**src/rtl/scan_decoder.sv**
```systemverilog
// scan_decoder: registered N-to-2**N decoder with a prescaled auto-scan mode.
// Mode 0 loads the select index from In every enabled cycle. Mode 1 advances the
// index once every DIV enabled cycles and pulses wrap when it rolls over to 0.
// Every output comes straight from a flop.
module scan_decoder #(
    parameter int unsigned N       = 3,
    parameter int unsigned DIV     = 4,
    parameter bit          ACT_LOW = 1'b0
) (
    input  logic              clk,
    input  logic              rst,
    input  logic              E,
    input  logic              mode,
    input  logic [N-1:0]      In,
    output logic [2**N-1:0]   Out,
    output logic [N-1:0]      idx,
    output logic              wrap
);

    localparam int unsigned   W        = 2 ** N;
    localparam int unsigned   PW       = (DIV > 1) ? $clog2(DIV) : 1;
    localparam logic [PW-1:0] PCNT_MAX = PW'(DIV - 1);
    localparam logic [PW-1:0] PCNT_ONE = PW'(1);
    localparam logic [N-1:0]  IDX_MAX  = {N{1'b1}};
    localparam logic [N-1:0]  IDX_ONE  = N'(1);
    // Inactive pattern; all ones when the output is one-cold.
    localparam logic [W-1:0]  OUT_IDLE = {W{ACT_LOW}};

    logic [N-1:0]  idx_q, idx_d;
    logic [PW-1:0] pcnt_q, pcnt_d;
    logic          wrap_q, wrap_d;
    // Out holds the registered enable implicitly: idle pattern when E was 0.
    logic [W-1:0]  out_q, out_d;

    // Next index, prescaler and wrap pulse from the current mode and enable.
    always_comb begin
        idx_d  = idx_q;
        pcnt_d = pcnt_q;
        wrap_d = 1'b0;
        if (E) begin
            if (!mode) begin
                // Direct decode discards any partial prescale count.
                idx_d  = In;
                pcnt_d = '0;
            end else if (pcnt_q == PCNT_MAX) begin
                pcnt_d = '0;
                idx_d  = idx_q + IDX_ONE;
                wrap_d = (idx_q == IDX_MAX);
            end else begin
                pcnt_d = pcnt_q + PCNT_ONE;
            end
        end
    end

    // Decode the next index so Out always matches idx once both are registered.
    always_comb begin
        out_d = OUT_IDLE;
        if (E) begin
            out_d[idx_d] = ~ACT_LOW;
        end
    end

    // State and output registers with asynchronous reset to the idle pattern.
    always_ff @(posedge clk or posedge rst) begin
        if (rst) begin
            idx_q  <= '0;
            pcnt_q <= '0;
            wrap_q <= 1'b0;
            out_q  <= OUT_IDLE;
        end else begin
            idx_q  <= idx_d;
            pcnt_q <= pcnt_d;
            wrap_q <= wrap_d;
            out_q  <= out_d;
        end
    end

    assign Out  = out_q;
    assign idx  = idx_q;
    assign wrap = wrap_q;

endmodule

```
**config.mk**
```make
export PLATFORM = sky130hd
export DESIGN_NAME = scan_decoder
export DESIGN_NICKNAME = d
export VERILOG_FILES = /design/src/rtl/scan_decoder.sv
export SDC_FILE = /design/constraint.sdc
export NUM_CORES = 1
export LEC_CHECK = 0
export BUFFER_PORTS_ARGS = -buffer_cell sky130_fd_sc_hd__buf_2
export CAP_MARGIN = 10
export CORE_AREA = 2 2 44 46
export CTS_BUF_LIST = sky130_fd_sc_hd__clkbuf_4
export CTS_CLUSTER_DIAMETER = 40
export CTS_CLUSTER_SIZE = 16
export DETAILED_ROUTE_END_ITERATION = 10
export DIE_AREA = 0 0 46 48
export GPL_ROUTABILITY_DRIVEN = 1
export PLACE_DENSITY = 0.7
export SLEW_MARGIN = 15
export SYNTH_ARGS = -nofsm -noshare
export SYNTH_HDL_FRONTEND = slang
export SYNTH_SLANG_ARGS = --single-unit
```
**constraint.sdc**
```tcl
create_clock -name clk -period 4.2 [get_ports clk]
set_input_delay 0.84 -clock clk [delete_from_list [all_inputs] [get_ports clk]]
set_output_delay 0.84 -clock clk [all_outputs]
set_load 0.03 [all_outputs]
```
# Word-level counts from Yosys, hierarchy flattened
# Index checks and enable logic that the tools add are counted.
word_totals:
  regBits: 14
op_classes:
  mux: 11
  add_sub_neg: 2
  order_cmp: 2
  reduce_logical: 1
  n_eq_ne: 2
ops:
  columns: ["cell", "count"]
  rows:
  - ["$mux 3", 3]
  - ["$mux 8", 1]
  - ["$lt 3x4->1 const B", 1]
  - ["$mux 1", 4]
  - ["$mux 2", 2]
  - ["$add 3x1->3 const B", 1]
  - ["$demux 1 s3", 1]
  - ["$eq 3x3->1 const B", 1]
  - ["$ge 3x1->1 const B", 1]
  - ["$add 2x1->2 const B", 1]
  - ["$eq 2x2->1 const B", 1]
  - ["$logic_and 1x1->1", 1]

# Longest topological paths before layout
# Gate-level depths: netlist of the first run.
logic_depth:
  depth_word: 9
  depth_mapped: 6
  depth_no_buf: 6

# Worst setup path before layout of the first run
# No wires, ideal clock.
synth_timing:
  kind: "reg-to-reg"
  from: "register idx_q[0] (netlist: idx[0])"
  to: "register out_q[6] (netlist: Out[6])"
  stages_incl_launch_ff: 7
  synth_period_minus_slack_ns: 1.751
  setup_slack_ns: 2.449
  setup_ns: 0.088
  arrival_ns: 1.663
  cell_sequence: "dfrtp_1 > ha_1 > ha_1 > nand3b_1 > o21ai_0 > a21oi_2 > nor3b_1"
synth_between:
  elab_chain_len: 9
  word_cells_on_any_way: 10
synth_rtl:
  columns: ["item", "line_no", "text"]
  rows:
  - ["start: declaration", "29", "logic [N-1:0] idx_q, idx_d;"]
  - ["start signal: assignment", "71", "idx_q <= idx_d;"]
  - ["$add 3x1->3 (*)", "47", "idx_d = idx_q + IDX_ONE;"]
  - ["$mux 3 (*)", "45", "end else if (pcnt_q == PCNT_MAX) begin"]
  - ["$mux 3 (*)", "41", "if (!mode) begin"]
  - ["$mux 3 (*)", "40", "if (E) begin"]
  - ["named net idx_d[2]", "29", null]
  - ["$lt 3x4->1 (implied by the code) or $ge 3x1->1 (tied branches)", "59", "out_d[idx_d] = ~ACT_LOW;"]
  - ["$logic_and 1x1->1 (implied by the code)", "59", null]
  - ["$mux 1 (implied by the code)", "59", null]
  - ["$demux 1 s3 (*)", "59", null]
  - ["$mux 8 (*)", "58", "if (E) begin"]
  - ["named net out_d[6]", "33", "logic [W-1:0] out_q, out_d;"]
  - ["end signal: assignment", "74", "out_q <= out_d;"]
  - ["end: declaration", "33", null]
# Mark *: on every way through the listed nets, which the timed path passes. The rest lies on a longest branch.
# A chain may end at the register's enable or synchronous reset.

# Worst setup path in the final report of the first run
layout_timing:
  from: "register idx_q[0] (netlist: idx[0])"
  to: "register out_q[7] (netlist: Out[7])"
# Same word-level chain as after synthesis.

==> results of run 1 <==
[critical path, delay by kind of cell (launching register included)]
kind	cells	cell delay, ns
AOI/OAI and AO/OA	2	0.46
adders and majority gates	2	0.48
DFF	1	0.44
and+or+nand+nor	2	0.36
[through the flow]
step | util | std cells | setup WS, ns | area [um^2] | hold slack, ns
6_report | 0.457 | 91 | 2.39 | 772 | 0.543
3_5_place_dp | 0.441 | 87 | 2.29 | 746 | 0.513
2_1_floorplan | - | 53 | 2.45 | 646 | 0.485
4_1_cts | 0.457 | 91 | 2.40 | 772 | 0.537
5_1_grt | 0.457 | 91 | 2.24 | 772 | 0.580
3_3_place_gp | 0.441 | 87 | 2.30 | 746 | 0.516
[state kept, by name, summed over array words and instances (netlist names)]
signal	cells
wrap	1
idx	3
Out	8
pcnt_q	2
[cells by family (layout without fill, tap and decap cells)]
family / count (synthesis) / after routing
AOI/OAI and AO/OA: 8 / 8
xor gates and xnor gates: 1 / 1
adders and majority gates: 4 / 4
buffers and inverters: 5 / 26
DFF: 14 / 14
and+or+nand+nor: 21 / 21
[cell usage in the layout, fill, tap and decap left out, drive strengths merged]
master,Yosys,routed
ha,4,4
buf,1,18
o2bb2ai,1,1
nor2,4,4
clkbuf,0,3
nor3,5,5
nand2b,1,1
a21o,1,1
nand2,5,5
nand3b,1,1
inv,4,4
clkinv,0,1
o21ai,1,1
or2,1,1
nor3b,4,4
a221oi,1,1
dfrtp,14,14
xnor2,1,1
o21a,1,1
a21oi,3,3
[path summary, 6_finish.rpt]
path / end / from / depth (start not counted) / slack [ns]
setup / recovery: Out[7] / idx[0] / 6 / 2.39
hold / removal: pcnt_q[1] / pcnt_q[1] / 1 / 0.54
setup reg to reg: Out[7] / idx[0] / 6 / 2.39
hold reg to reg: pcnt_q[1] / pcnt_q[1] / 1 / 0.54
max in group asynchronous: pcnt_q[0] / rst / 2 / 3.27
min in group asynchronous: Out[3] / rst / 2 / 0.58
[per-layer routing]
layer	vias up	part of all wire	global-route usage
met5	-	0	0
met4	0	0	0.0686
met3	0	0.021	0.0151
met2	7	0.50	0.192
met1	215	0.48	0.161
li1	222	-	-
[area by class of cell]
cell class / count / area, um^2
tap: 17 / 21.3
clock buffer: 3 / 22.5
timing repair buffer: 18 / 90.1
clock inverter: 1 / 3.75
fill: 164 / 917
multi-input combinational: 34 / 267
inverter: 4 / 17.5
sequential: 14 / 350
[power breakdown]
group          total (uW)  switching, uW  internal, uW
sequential            156           9.32           147
combinational        81.0           52.3          28.8
clock                79.3           44.9          34.4
==> flow_metrics.env, run 1 <==
export IMPL_outcome="finished, final reports clean"
export IMPL_synthAdderAreaFrac=0.0775
export IMPL_async_flop_share=1.00
export IMPL_skew_ns=0.00555
export IMPL_io_buffers=18
export IMPL_track_usage=0.122
export IMPL_cts_sinks=14
export IMPL_first_pass_iters=4
export IMPL_drt_wl_total_um=1180
export IMPL_coreArea_um2=1690
export IMPL_syn2layout_area_growth_pct=19.6
export IMPL_netlist_area_um2=646
export IMPL_totalPowerFinal_uw=316
export IMPL_max_freq_ghz=0.552
export IMPL_overflow=0
export IMPL_cts_tree="built"
export IMPL_setup_viol_count_final=0
export IMPL_ys_seq_area_frac=0.543
export IMPL_grt_max_degree=15
export IMPL_synth_common_cells="dfrtp_1, ha_1, nand2_1, nor2_1"
export IMPL_cp_end_kind="register"
export IMPL_clockRootBuffer="clkbuf_4"
export IMPL_period_share=0.432
export IMPL_crit_path_frequent_cell="ha_1"
export IMPL_muxShareOfSynthArea=0
export IMPL_yosys_area_share_simple=0.207
export IMPL_irDropWorstVdd_mv=0.161
export IMPL_syn_instance_count=53
export IMPL_holdCritPathClass="reg2reg"
export IMPL_die_width_um=46
export IMPL_rows=15
export IMPL_die_h_um=48
export IMPL_cp_data_required_time_ns=4.39
export IMPL_ys_ff_latch=14
export IMPL_slew_viol_final=0
export IMPL_fin_nets=86
export IMPL_min_period_ns=1.81
export IMPL_grt_pass1_vias=446
export IMPL_synth_area_top_cells="dfrtp_1, ha_1, a221oi_4, nor3b_2, nor3_2"
export IMPL_syn_area_per_cell_um2=12.2
export IMPL_synth_compound_area_frac=0.114
export IMPL_synth_top_family_by_area="simple AND/OR/NAND/NOR gates"
export IMPL_yosysTopAreaCellShare=0.543
export IMPL_synth_flop_cell="dfrtp_1"
export IMPL_maxSlewHeadroom=0.648
export IMPL_layout_drive_gt1_share=0.405
export IMPL_vias=444
export IMPL_grt_first_pass_wirelength_um=1900
export IMPL_pin_count=19
export IMPL_ys_warn_count=0
export IMPL_cts_resized=0
export IMPL_antenna_found_initial=0
export IMPL_start_util=0.382
export IMPL_gp_congestion=0.756
export IMPL_crit_type="reg2reg"
export IMPL_vias_per_cell=4.88
export IMPL_die_area_um2=2210
export IMPL_wl_per_cell_um=13.0
export IMPL_cp_start_kind="register"
export IMPL_yosysMostFrequentCell="dfrtp_1"
export IMPL_place_hpwl_um=853
export IMPL_maxCapViolCount=0
export IMPL_synth_xor_area_share=0.0136
export IMPL_cpMaxStageDelayCell="dfrtp_1"
export IMPL_p_leak_uw=0.000398
export IMPL_cpPeakStageDelay_ns=0.44
export IMPL_crit_chain="ha_1 > ha_1 > nand3b_1 > o21ai_0 > a21oi_2 > nor3b_1"
export IMPL_drcViolationCount=0
export IMPL_tns_ns=0
export IMPL_clock_path_buffers=2
export IMPL_htreeDepth=1
export IMPL_diodes=0
export IMPL_critical_path_arrival_ns=2.00
export IMPL_worst_pin_slew_ns=0.527
export IMPL_numCtsBuffers=3
export IMPL_grt_setup_unrepaired="no"
export IMPL_cp_max_fo=9
export IMPL_postRouteAntennaNets=0
export IMPL_postCtsSetupBuffers=0
export IMPL_yosysTopAreaCell="dfrtp_1"
export IMPL_cts_clk_slew_worst_paths_ns=0.09
export IMPL_hold_viol=0
export IMPL_worstSkewPairLatency_ns=0.28
export IMPL_synth_cell_types=23
export IMPL_synth_nets=64
export IMPL_cts_hold_buf=0
export IMPL_power_density_nw_per_um2=410
export IMPL_drt_iter0_markers=20
export IMPL_synth_edf_count=0
Power figures use the tool's default switching activity.
==> inputs of run 2 (changes only) <==
ABC_AREA = 1   (was not set)
PLACE_DENSITY = 0.72   (was 0.7)
clock period = 1.47 ns   (was 4.2 ns; I/O delays follow)
==> flow_metrics.env, run 2 <==
export IMPL_outcome="finished, final reports clean"
export IMPL_die_h_um=48
export IMPL_slew_viol_final=0
export IMPL_min_period_ns=1.44
export IMPL_netlist_area_um2=647
export IMPL_worst_pin_slew_ns=0.541
export IMPL_holdCritPathClass="in2async"
export IMPL_power_density_nw_per_um2=1110
export IMPL_rows=15
export IMPL_track_usage=0.136
export IMPL_reg2reg_slack_ns=0.04
export IMPL_yosysTopAreaCell="dfrtp_1"
export IMPL_ys_ff_latch=14
export IMPL_hold_viol=0
export IMPL_ys_warn_count=0
export IMPL_syn2layout_area_growth_pct=33.8
export IMPL_p_leak_uw=0.000468
export IMPL_yosysTopAreaCellShare=0.542
export IMPL_setup_ws_ns=0.0250
export IMPL_cp_end_kind="primary output"
export IMPL_coreArea_um2=1690
export IMPL_antenna_found_initial=0
export IMPL_async_flop_share=1.00
export IMPL_cts_clk_slew_worst_paths_ns=0.08
export IMPL_fin_nets=109
export IMPL_pin_count=19
export IMPL_period_share=0.983
export IMPL_synth_common_cells="nand2_1, dfrtp_1, nor2_1"
export IMPL_syn_instance_count=72
export IMPL_irDropWorstVdd_mv=0.567
export IMPL_numCtsBuffers=3
export IMPL_largest_register_ffs=8
export IMPL_vias_per_cell=4.78
export IMPL_yosysMostFrequentCell="nand2_1"
export IMPL_maxSlewHeadroom=0.639
export IMPL_start_util=0.383
export IMPL_cpPeakStageDelay_ns=0.43
export IMPL_r2r_cells=6
export IMPL_gp_congestion=0.779
export IMPL_wl_per_cell_um=11.8
export IMPL_drt_iter0_markers=8
export IMPL_cp_start_kind="register"
export IMPL_cts_tree="built"
export IMPL_first_pass_iters=4
export IMPL_synth_flop_cell="dfrtp_1"
export IMPL_dp_slack_ns=0.0271
export IMPL_cpMaxStageDelayCell="dfrtp_2"
export IMPL_post_dp_cell_area_um2=763
export IMPL_die_width_um=46
export IMPL_synth_nets=83
export IMPL_setup_viol_count_final=0
export IMPL_syn_area_per_cell_um2=8.98
export IMPL_max_freq_ghz=0.692
export IMPL_cts_sinks=14
export IMPL_synth_edf_count=0
export IMPL_layout_drive_gt1_share=0.464
export IMPL_drt_wl_total_um=1340
export IMPL_place_hpwl_um=976
export IMPL_postRouteAntennaNets=0
export IMPL_crit_start="idx[0]"
export IMPL_htreeDepth=1
export IMPL_skew_ns=0.00434
export IMPL_ys_seq_area_frac=0.542
export IMPL_maxCapViolCount=0
export IMPL_synth_cell_types=17
export IMPL_io_buffers=18
export IMPL_cp_max_fo=3
export IMPL_layout_commonest_cell="buf_2"
export IMPL_clock_path_buffers=2
export IMPL_critical_path_arrival_ns=1.15
export IMPL_drcViolationCount=0
export IMPL_die_area_um2=2210
export IMPL_most_common_layout_cells="buf_2, nand2_1, dfrtp_1"
export IMPL_synth_area_top_cells="dfrtp_1, nand2_1, ha_1, nor2_1, nand3_1"
export IMPL_diodes=0
export IMPL_r2r_start="idx[0]"
export IMPL_grt_first_pass_wirelength_um=2100
export IMPL_vias=545
export IMPL_grt_pass1_vias=466
export IMPL_worstReg2RegEnd="idx[0]"
export IMPL_overflow=0
export IMPL_final_cell_area_um2=866
export IMPL_grt_max_degree=15
export IMPL_worstSkewPairLatency_ns=0.27
export IMPL_crit_chain="buf_4 > buf_4 > buf_4"
export IMPL_tns_ns=0
export IMPL_cp_data_required_time_ns=1.18
export IMPL_crit_path_frequent_cell="buf_4"
export IMPL_crit_type="reg2out"
export IMPL_clockRootBuffer="clkbuf_4"
export IMPL_grt_setup_unrepaired="yes"
==> run 2: kinds of logic after synthesis <==
kind of cell             after synthesis  synth area share
flip-flops                            14             0.542
adder cells (fa/ha/maj)                4            0.0774
XOR/XNOR                               1            0.0135
buffers and inverters                  8            0.0484
AO/OA/AOI/OAI                          7            0.0793
AND/OR/NAND/NOR                       38             0.240
==> run 2: worst max-delay path: cells and delay by family (launching register included) <==
family	cells	cell delay, ns
DFF	1	0.43
buffers and inverters	3	0.44
==> run 2: worst max path at each step <==
stage,endpoint,cells after the start
global placement,Out[6],8
detailed placement,Out[6],8
floorplan,Out[6],8
global route,idx[0],6
finish,idx[0],3
CTS,Out[6],8
==> run 2: cell type report <==
cell class	instances	area, um^2
multi-input combinational	50	313
tap	17	21.3
inverter	7	26.3
sequential	14	353
clock buffer	4	30.0
timing repair buffer	22	123
fill	165	823
==> run 2: what timing repair did <==
| item | in CTS | in global routing |
|---|---|---|
| hold buffers | 0 | 0 |
| pin swaps | 0 | 7 |
| setup buffers | 1 | 2 |
| resized for setup | 0 | 13 |
| setup endpoints to repair | 1 | 8 |
==> run 2: stage by stage <==
stage           util  instances  total power (uW)  hold slack (ns)
2_1_floorplan      -         72               611            0.183
3_3_place_gp   0.452        107               675            0.342
3_5_place_dp   0.452        107               680            0.350
4_1_cts        0.474        112               930           0.0430
5_1_grt        0.513        114              1030           0.0831
6_report       0.513        114               964           0.0473
==> run 2: where the power goes <==
group | internal (uW) | total [uW] | switching, uW | leakage [uW]
Clock | 124 | 236 | 112 | 0.0000184
Sequential | 419 | 446 | 26.4 | 0.000182
Combinational | 109 | 282 | 173 | 0.000268
Total | 652 | 964 | 312 | 0.000468
==> run 2: metal layers <==
layer  GRT usage  vias to the layer above  share of wire
li1            -                      274              -
met3      0.0566                        2          0.054
met1       0.177                      253           0.46
met4      0.0343                        0         0.0045
met5           0                        -              0
met2       0.211                       16           0.48
